==> src/rtl/int8_array_pkg.sv <==
// Shared definitions for the int8 PE array blocks.
//   wl_state_t : weight-loader FSM states.
//   chk_width  : width of a signed sum of `rows` values of `input_bits` each,
//                wide enough that the sum never overflows.
package int8_array_pkg;

  typedef enum logic [1:0] {
    StIdle,
    StLoad,
    StFlush,
    StDone
  } wl_state_t;

  function automatic int unsigned chk_width(input int unsigned input_bits,
                                            input int unsigned rows);
    return input_bits + $clog2(rows);
  endfunction

endpackage

==> src/rtl/int8_weight_loader_if.sv <==
// Bus between the array controller (master) and the weight loader (slave).
//   start             : one-cycle load request
//   w_data/w_valid/
//   w_ready           : valid/ready weight stream
//   e/e_enable        : weight-load chain at the column top
//   busy/done         : load status
//   chk/chk_valid     : ABFT checksum, present only with WEIGHT_LOADER_CHECKSUM_EN
interface int8_weight_loader_if #(
  parameter int unsigned inputBits = 8,
  parameter int unsigned ROWS      = 8
) ();

  logic                 start;
  logic [inputBits-1:0] w_data;
  logic                 w_valid;
  logic                 w_ready;
  logic [inputBits-1:0] e;
  logic                 e_enable;
  logic                 busy;
  logic                 done;
`ifdef WEIGHT_LOADER_CHECKSUM_EN
  localparam int unsigned ChkW = int8_array_pkg::chk_width(inputBits, ROWS);
  logic [ChkW-1:0]      chk;
  logic                 chk_valid;
`endif

  modport master (
    output start, w_data, w_valid,
`ifdef WEIGHT_LOADER_CHECKSUM_EN
    input  chk, chk_valid,
`endif
    input  w_ready, e, e_enable, busy, done
  );

  modport slave (
    input  start, w_data, w_valid,
`ifdef WEIGHT_LOADER_CHECKSUM_EN
    output chk, chk_valid,
`endif
    output w_ready, e, e_enable, busy, done
  );

endinterface

==> src/rtl/int8_weight_loader.sv <==
// Writer for one PE column's stationary-weight chain. Accepts ROWS int8 weights
// on a valid/ready stream, shifts them down the column via e/e_enable, then
// freezes the chain and pulses done. The first accepted beat ends in the
// deepest row (ROWS-1), the last in row 0.
// Ports:
//   clk, rst : clock, asynchronous active-high reset
//   bus      : int8_weight_loader_if slave (start, w_*, e, e_enable, busy, done,
//              and chk/chk_valid when WEIGHT_LOADER_CHECKSUM_EN is defined)
// Optional feature: define WEIGHT_LOADER_CHECKSUM_EN to add a signed sum of
// the loaded weights, reported on chk with chk_valid coincident with done.
module int8_weight_loader
  import int8_array_pkg::*;
#(
  parameter int unsigned inputBits = 8,
  parameter int unsigned ROWS      = 8
) (
  input logic                  clk,
  input logic                  rst,
  int8_weight_loader_if.slave  bus
);

  localparam int unsigned           CntW     = $clog2(ROWS);
  localparam logic [CntW-1:0]       LastBeat = CntW'(ROWS - 1);

  wl_state_t            state_q, state_d;
  logic [CntW-1:0]      cnt_q, cnt_d;
  logic [inputBits-1:0] e_q, e_d;
  logic                 e_enable_q, e_enable_d;
  logic                 busy_q, busy_d;
  logic                 done_q, done_d;
  logic                 w_ready;
  logic                 accept;

`ifdef WEIGHT_LOADER_CHECKSUM_EN
  localparam int unsigned ChkW = chk_width(inputBits, ROWS);
  logic [ChkW-1:0]      acc_q, acc_d;
  logic                 chk_valid_q, chk_valid_d;
`endif

  assign w_ready = (state_q == StLoad);
  assign accept  = bus.w_valid & w_ready;

  // State register
  always_ff @(posedge clk or posedge rst) begin
    if (rst) begin
      state_q <= StIdle;
    end else begin
      state_q <= state_d;
    end
  end

  // Next-state logic
  always_comb begin
    state_d = state_q;
    unique case (state_q)
      StIdle:  if (bus.start) state_d = StLoad;
      StLoad:  if (accept && (cnt_q == LastBeat)) state_d = StFlush;
      StFlush: state_d = StDone;
      StDone:  state_d = StIdle;
      default: state_d = StIdle;
    endcase
  end

  // Output / datapath next values
  always_comb begin
    cnt_d      = cnt_q;
    e_d        = e_q;
    // Any cycle without an accepted beat freezes the whole column, including
    // the FLUSH->DONE edge once the final shift has happened.
    e_enable_d = accept;
    busy_d     = busy_q;
    done_d     = (state_q == StFlush);
`ifdef WEIGHT_LOADER_CHECKSUM_EN
    acc_d       = acc_q;
    chk_valid_d = (state_q == StFlush);
`endif
    unique case (state_q)
      StIdle: begin
        if (bus.start) begin
          busy_d = 1'b1;
`ifdef WEIGHT_LOADER_CHECKSUM_EN
          acc_d  = '0;
`endif
        end
      end
      StLoad: begin
        if (accept) begin
          e_d   = bus.w_data;
          cnt_d = (cnt_q == LastBeat) ? '0 : cnt_q + 1'b1;
`ifdef WEIGHT_LOADER_CHECKSUM_EN
          acc_d = acc_q + {{(ChkW - inputBits){bus.w_data[inputBits-1]}}, bus.w_data};
`endif
        end
      end
      StFlush: ;
      StDone:  busy_d = 1'b0;
      default: ;
    endcase
  end

  always_ff @(posedge clk or posedge rst) begin
    if (rst) begin
      cnt_q      <= '0;
      e_q        <= '0;
      e_enable_q <= 1'b0;
      busy_q     <= 1'b0;
      done_q     <= 1'b0;
    end else begin
      cnt_q      <= cnt_d;
      e_q        <= e_d;
      e_enable_q <= e_enable_d;
      busy_q     <= busy_d;
      done_q     <= done_d;
    end
  end

`ifdef WEIGHT_LOADER_CHECKSUM_EN
  always_ff @(posedge clk or posedge rst) begin
    if (rst) begin
      acc_q       <= '0;
      chk_valid_q <= 1'b0;
    end else begin
      acc_q       <= acc_d;
      chk_valid_q <= chk_valid_d;
    end
  end

  // The last add lands on the edge into FLUSH, so chk is already final in DONE.
  assign bus.chk       = acc_q;
  assign bus.chk_valid = chk_valid_q;
`endif

  assign bus.w_ready  = w_ready;
  assign bus.e        = e_q;
  assign bus.e_enable = e_enable_q;
  assign bus.busy     = busy_q;
  assign bus.done     = done_q;

endmodule

==> src/flat_wrapper.sv <==
// flat-port wrapper written by rule: the top's interface ports become plain ports
module int8_weight_loader_flat import int8_array_pkg::*;
#(
  parameter int unsigned inputBits = 8,
  parameter int unsigned ROWS      = 8
)
  (clk, rst, bus_start, bus_w_data, bus_w_valid, bus_w_ready, bus_e, bus_e_enable, bus_busy, bus_done);
  int8_weight_loader_if #(.inputBits(inputBits), .ROWS(ROWS)) bus_i ();
  input logic clk;
  input logic rst;
  input wire logic [$bits(bus_i.start)-1:0] bus_start;
  input wire logic [$bits(bus_i.w_data)-1:0] bus_w_data;
  input wire logic [$bits(bus_i.w_valid)-1:0] bus_w_valid;
  output wire logic [$bits(bus_i.w_ready)-1:0] bus_w_ready;
  output wire logic [$bits(bus_i.e)-1:0] bus_e;
  output wire logic [$bits(bus_i.e_enable)-1:0] bus_e_enable;
  output wire logic [$bits(bus_i.busy)-1:0] bus_busy;
  output wire logic [$bits(bus_i.done)-1:0] bus_done;
  assign bus_i.start = bus_start;
  assign bus_i.w_data = bus_w_data;
  assign bus_i.w_valid = bus_w_valid;
  assign bus_w_ready = bus_i.w_ready;
  assign bus_e = bus_i.e;
  assign bus_e_enable = bus_i.e_enable;
  assign bus_busy = bus_i.busy;
  assign bus_done = bus_i.done;
  int8_weight_loader #(.inputBits(inputBits), .ROWS(ROWS)) u_core (.clk(clk), .rst(rst), .bus(bus_i));
endmodule
==> config.mk <==
export PLATFORM = sky130hd
export DESIGN_NAME = int8_weight_loader_flat
export DESIGN_NICKNAME = d
export VERILOG_FILES = /design/src/rtl/int8_array_pkg.sv /design/src/rtl/int8_weight_loader_if.sv /design/src/rtl/int8_weight_loader.sv /design/src/flat_wrapper.sv
export SDC_FILE = /design/constraint.sdc
export NUM_CORES = 1
export LEC_CHECK = 0
export ABC_AREA = 1
export CORE_MARGIN = 10
export CORE_UTILIZATION = 49
export CTS_BUF_LIST = sky130_fd_sc_hd__clkbuf_8
export DETAILED_ROUTE_END_ITERATION = 12
export PLACE_DENSITY_LB_ADDON = 0.3
export SYNTH_ARGS = -nofsm -noshare
export SYNTH_HDL_FRONTEND = slang
export SYNTH_SLANG_ARGS = --single-unit
==> constraint.sdc <==
create_clock -name clk -period 2.22 [get_ports clk]
set_clock_uncertainty 0.2 [all_clocks]
set_input_delay 0.444 -clock clk [delete_from_list [all_inputs] [get_ports clk]]
set_output_delay 0.444 -clock clk [all_outputs]
set_load 0.02 [all_outputs]
Word-level counts from Yosys, hierarchy flattened
Cells that the tools add are included.
W data, S select, Z words.
{ "op_classes": {"multipliers": 0, "div_mod_pow": 0, "mux": 6, "n_lt_le_gt_ge": 0, "eq_ne": 6, "reduce_logical": 6, "shift": 0, "addsub": 1, "n_bitwise": 1} }
{ "op_table": {"columns": ["operator", "n"], "rows": [
  ["$pmux W2 S4", 1],
  ["$reduce_and A2 Y1", 3],
  ["$eq A2 B2 Y1 const B", 2],
  ["$mux W2", 2],
  ["$ne A2 B2 Y1 const B", 2],
  ["$add A3 B1 Y3 const B", 1],
  ["$eq A3 B3 Y1 const B", 1],
  ["$mux W3", 1],
  ["$eq A2 B1 Y1 const B", 1],
  ["$logic_not A2 Y1", 1],
  ["$pmux W1 S2", 1],
  ["$reduce_bool A2 Y1", 1],
  ["$and A1 B1 Y1", 1],
  ["$logic_and A1 B1 Y1", 1],
  ["$mux W1", 1]
]} }
{ "word_totals": {"latch_bits": 0, "mem_bits_ro": 0, "ramBits": 0, "mem_count": 0, "out_inout_bits": 12, "elab_cells": 26, "regBits": 16} }

Depth between registers and ports, before layout
{ "logic_depth": {"word_depth": 5, "mapped_depth": 7} }

Worst setup path before layout
No wires, ideal clock.
{ "synth_path": {"kind": "register to register", "from": "register u_core.state_q[1]", "to": "register u_core.e_q[0] (netlist: u_core.bus.e[0])", "t_required_ns": 1.904, "arrival_time_ns": 1.127, "setup_ns": 0.116, "setup_slack_ns": 0.777, "stages_incl_launch_ff": 7, "path_cell_list": "dfrtp_1 inv_1 ha_1 nand2_2 buf_4 nand2_1 nand2_1"} }
{ "synth_via": {"elab_chain_cells": 3} }
{ "synth_rtl": {"columns": ["item", "line", "rtl"], "rows": [
  ["start: declaration", "int8_weight_loader.sv:25", "wl_state_t state_q, state_d;"],
  ["start signal: assignment", "int8_weight_loader.sv:46", "state_q <= StIdle;"],
  ["start signal: assignment", "int8_weight_loader.sv:48", "state_q <= state_d;"],
  ["$eq A2 B1 Y1 *", "int8_weight_loader.sv:40", "assign w_ready = (state_q == StLoad);"],
  ["named net bus_w_ready", "flat_wrapper.sv:14", "output wire logic [$bits(bus_i.w_ready)-1:0] bus_w_ready;"],
  ["$and A1 B1 Y1", "int8_weight_loader.sv:41", "assign accept = bus.w_valid & w_ready;"],
  ["$reduce_and A2 Y1 (no line) *", null, null],
  ["end signal: assignment", "int8_weight_loader.sv:104", "e_q <= '0;"],
  ["end signal: assignment", "int8_weight_loader.sv:110", "e_q <= e_d;"],
  ["end: declaration", "int8_weight_loader.sv:27", "logic [inputBits-1:0] e_q, e_d;"]
]} }
The timed path passes the listed nets; every way through them passes the cells marked *.
A chain may end at the register's enable or synchronous reset.

Worst setup path in the final report
{ "layout_path": {"from": "register u_core.state_q[1]", "to": "output port bus_w_ready"} }
{ "layout_via": {"elab_chain_cells": 1} }
{ "layout_rtl": {"columns": ["item", "line"], "rows": [
  ["$eq A2 B1 Y1", "int8_weight_loader.sv:40"],
  ["end: declaration", "flat_wrapper.sv:14"]
]} }
No other way between the ends.

==> results.sh <==
export IMPL_tightest_slew_ps=590
export IMPL_cts_buffer_depth=2
export IMPL_grt_use_total_pct=11.2
export IMPL_gp_congestion=0.729
export IMPL_synth_top_area_cell="dfrtp_1"
export IMPL_use_met2_pct=19.3
export IMPL_ff2ff_path_depth=6
export IMPL_netlist_instances=81
export IMPL_fin_tns_setup_ps=0
export IMPL_cts_root_buffer="clkbuf_8"
export IMPL_final_cell_mix="nand2_1 (44), clkdlybuf4s50_1 (22), dfrtp_1 (16)"
export IMPL_rsz0062_at_grt="false"
export IMPL_hold_class="register to register"
export IMPL_die_w_um=58.3
export IMPL_fin_nets=125
export IMPL_grt_overflow_total=0
export IMPL_seq_area_um2=400
export IMPL_ir_drop_mv=0.842
export IMPL_cp_start_kind="register"
export IMPL_powerDensity_nw_per_um2=1470
export IMPL_first_pass_iters=4
export IMPL_hold_depth=2
export IMPL_grt_busiest_layer="met2"
export IMPL_via_count=589
export IMPL_cp_max_fo=4
export IMPL_fmax_mhz=508
export IMPL_min_period_ps=1970
export IMPL_first_iter_violations=18
export IMPL_crit_arrival_ps=1320
export IMPL_max_stage_delay_ps=420
export IMPL_ios=24
export IMPL_cts_hold_buf=0
export IMPL_cts_tree="yes"
export IMPL_ys_types=11
export IMPL_yosys_warnings=0
export IMPL_synth_area_leaders="dfrtp_1 (56%), nand2_1 (23%), ha_1 (10%)"
export IMPL_drtAntennaViolNets=0
export IMPL_hpwl_um=1330
export IMPL_die_area_um2=3390
export IMPL_yosysSeqAreaShare_pct=55.8
export IMPL_diodes=0
export IMPL_dp_slack_ps=260
export IMPL_endpoint_kind="primary output"
export IMPL_area_growth_pct=39.6
export IMPL_numCtsBuffers=3
export IMPL_initial_core_util_pct=53.8
export IMPL_grt_max_degree=17
export IMPL_slew_headroom_pct=60.6
export IMPL_syn_area_per_cell_um2=8.85
export IMPL_io_buffers=23
export IMPL_wirelength_um=1800
export IMPL_outcome="finished clean"
export IMPL_clk_latency_ps=250
export IMPL_layout_drive_gt1_share_pct=5.66
export IMPL_wire_per_inst_um=14.8
export IMPL_vias_per_cell=4.87
export IMPL_grt_pass1_vias=634
export IMPL_final_setup_worst_slack_ps=251
export IMPL_grtUsageMet1_pct=11.4
export IMPL_grt_pass1_wl_um=2950
export IMPL_syn_area_um2=717
export IMPL_synth_seq_cells=16
export IMPL_fin_crit_sh_pct=88.7
export IMPL_finalSetupViolCount=0
export IMPL_drv_cap=0
export IMPL_holdWs_ps=286
export IMPL_path_cells="inv_1, ha_1, dlygate4sd2_1"
export IMPL_slowest_stage="dfrtp_1"
export IMPL_htree_levels=1
export IMPL_multi_input_area_um2=268
export IMPL_rows=13
export IMPL_critPathKind="register to primary output"
export IMPL_die_y_um=58.3
export IMPL_syn_num_nets=99
export IMPL_ff2ff_setup_slack_ps=680
export IMPL_cts_num_sinks=16
export IMPL_synth_top_area_share_pct=55.8
export IMPL_leakage_nw=0.542
export IMPL_core_area_um2=1330
export IMPL_use_met3_pct=4.79
export IMPL_required_ps=1580
export IMPL_final_common_cell="nand2_1"
export IMPL_clk_pin_slew_ps=60
export IMPL_slew_violations=0
export IMPL_antenna_found_initial=0
export IMPL_hold_viol=0
export IMPL_drc=0
export IMPL_fillCellCount=103
-- flip-flops by register name, indices dropped and copies added, names as in the netlist --
| name | count |
|---|---|
| u_core.bus.e | 8 |
| u_core.cnt_q | 3 |
| u_core.state_q | 2 |
| u_core.bus.busy | 1 |
| u_core.bus.done | 1 |
| u_core.bus.e_enable | 1 |
-- critical path: cells and delay by family, from the launching register on --
| kind | cells | cell delay, ps |
|---|---|---|
| adders and majority gates | 1 | 190 |
| buffers and inverters | 2 | 460 |
| DFF | 1 | 420 |
-- cell usage after synthesis --
master / number
o21bai_1: 1
nand2_2: 1
nor2_1: 1
nand3_1: 2
dfrtp_1: 16
buf_4: 1
inv_1: 7
nand2_1: 44
buf_6: 1
inv_2: 1
ha_1: 6
-- layout make-up --
class / instances / share of cell area [%]
Clock buffer: 4 / 5.50
Timing Repair Buffer: 23 / 22.9
Sequential cell: 16 / 40.0
Multi-Input combinational cell: 55 / 26.8
Tap cell: 15 / 1.88
Inverter: 8 / 3.00
-- path summary, 6_finish.rpt --
path / to / startpoint
worst min-delay path: u_core.bus.e[7]$_DFFE_PP0P_ / u_core.bus.e[7]$_DFFE_PP0P_
worst max register to register: u_core.bus.e[2]$_DFFE_PP0P_ / u_core.state_q[1]$_DFFE_PP0P_
worst max-delay path: bus_w_ready / u_core.state_q[1]$_DFFE_PP0P_
min in group asynchronous: u_core.bus.e[4]$_DFFE_PP0P_ / rst
max in group asynchronous: u_core.bus.busy$_DFFE_PP0P_ / rst
worst min register to register: u_core.bus.e[7]$_DFFE_PP0P_ / u_core.bus.e[7]$_DFFE_PP0P_
-- per-layer routing --
metal,up-vias,routed length (um)
li1,290,-
met1,274,672
met2,19,953
met3,6,117
met4,0,53
met5,-,0
-- power breakdown --
| part | internal, W | switching [W] |
|---|---|---|
| Sequential | 0.000429 | 0.0000871 |
| Clock | 0.000158 | 0.000107 |
| Combinational | 0.000303 | 0.000390 |
-- timing repair --
action,4_1_cts,5_1_grt
buffers inserted,0,0
gates resized for setup,1,0
endpoints found under the setup margin,1,0
-- per-stage QoR --
step	total power (W)	instances	cell area (um^2)	util [%]
after floorplan	0.000925	81	717	-
after global placement	0.00118	117	947	71.0
after detailed placement	0.00122	117	947	71.0
after CTS	0.00149	121	1000	75.0
after global routing	0.00158	121	1000	75.0
final	0.00147	121	1000	75.0
-- cell families after synthesis --
group,synth area share (%)
compound gates,1.05
simple gates,25.8
fa+ha+maj,10.5
buf+inv,6.81
flops,55.8
Power figures use the tool's default switching activity.
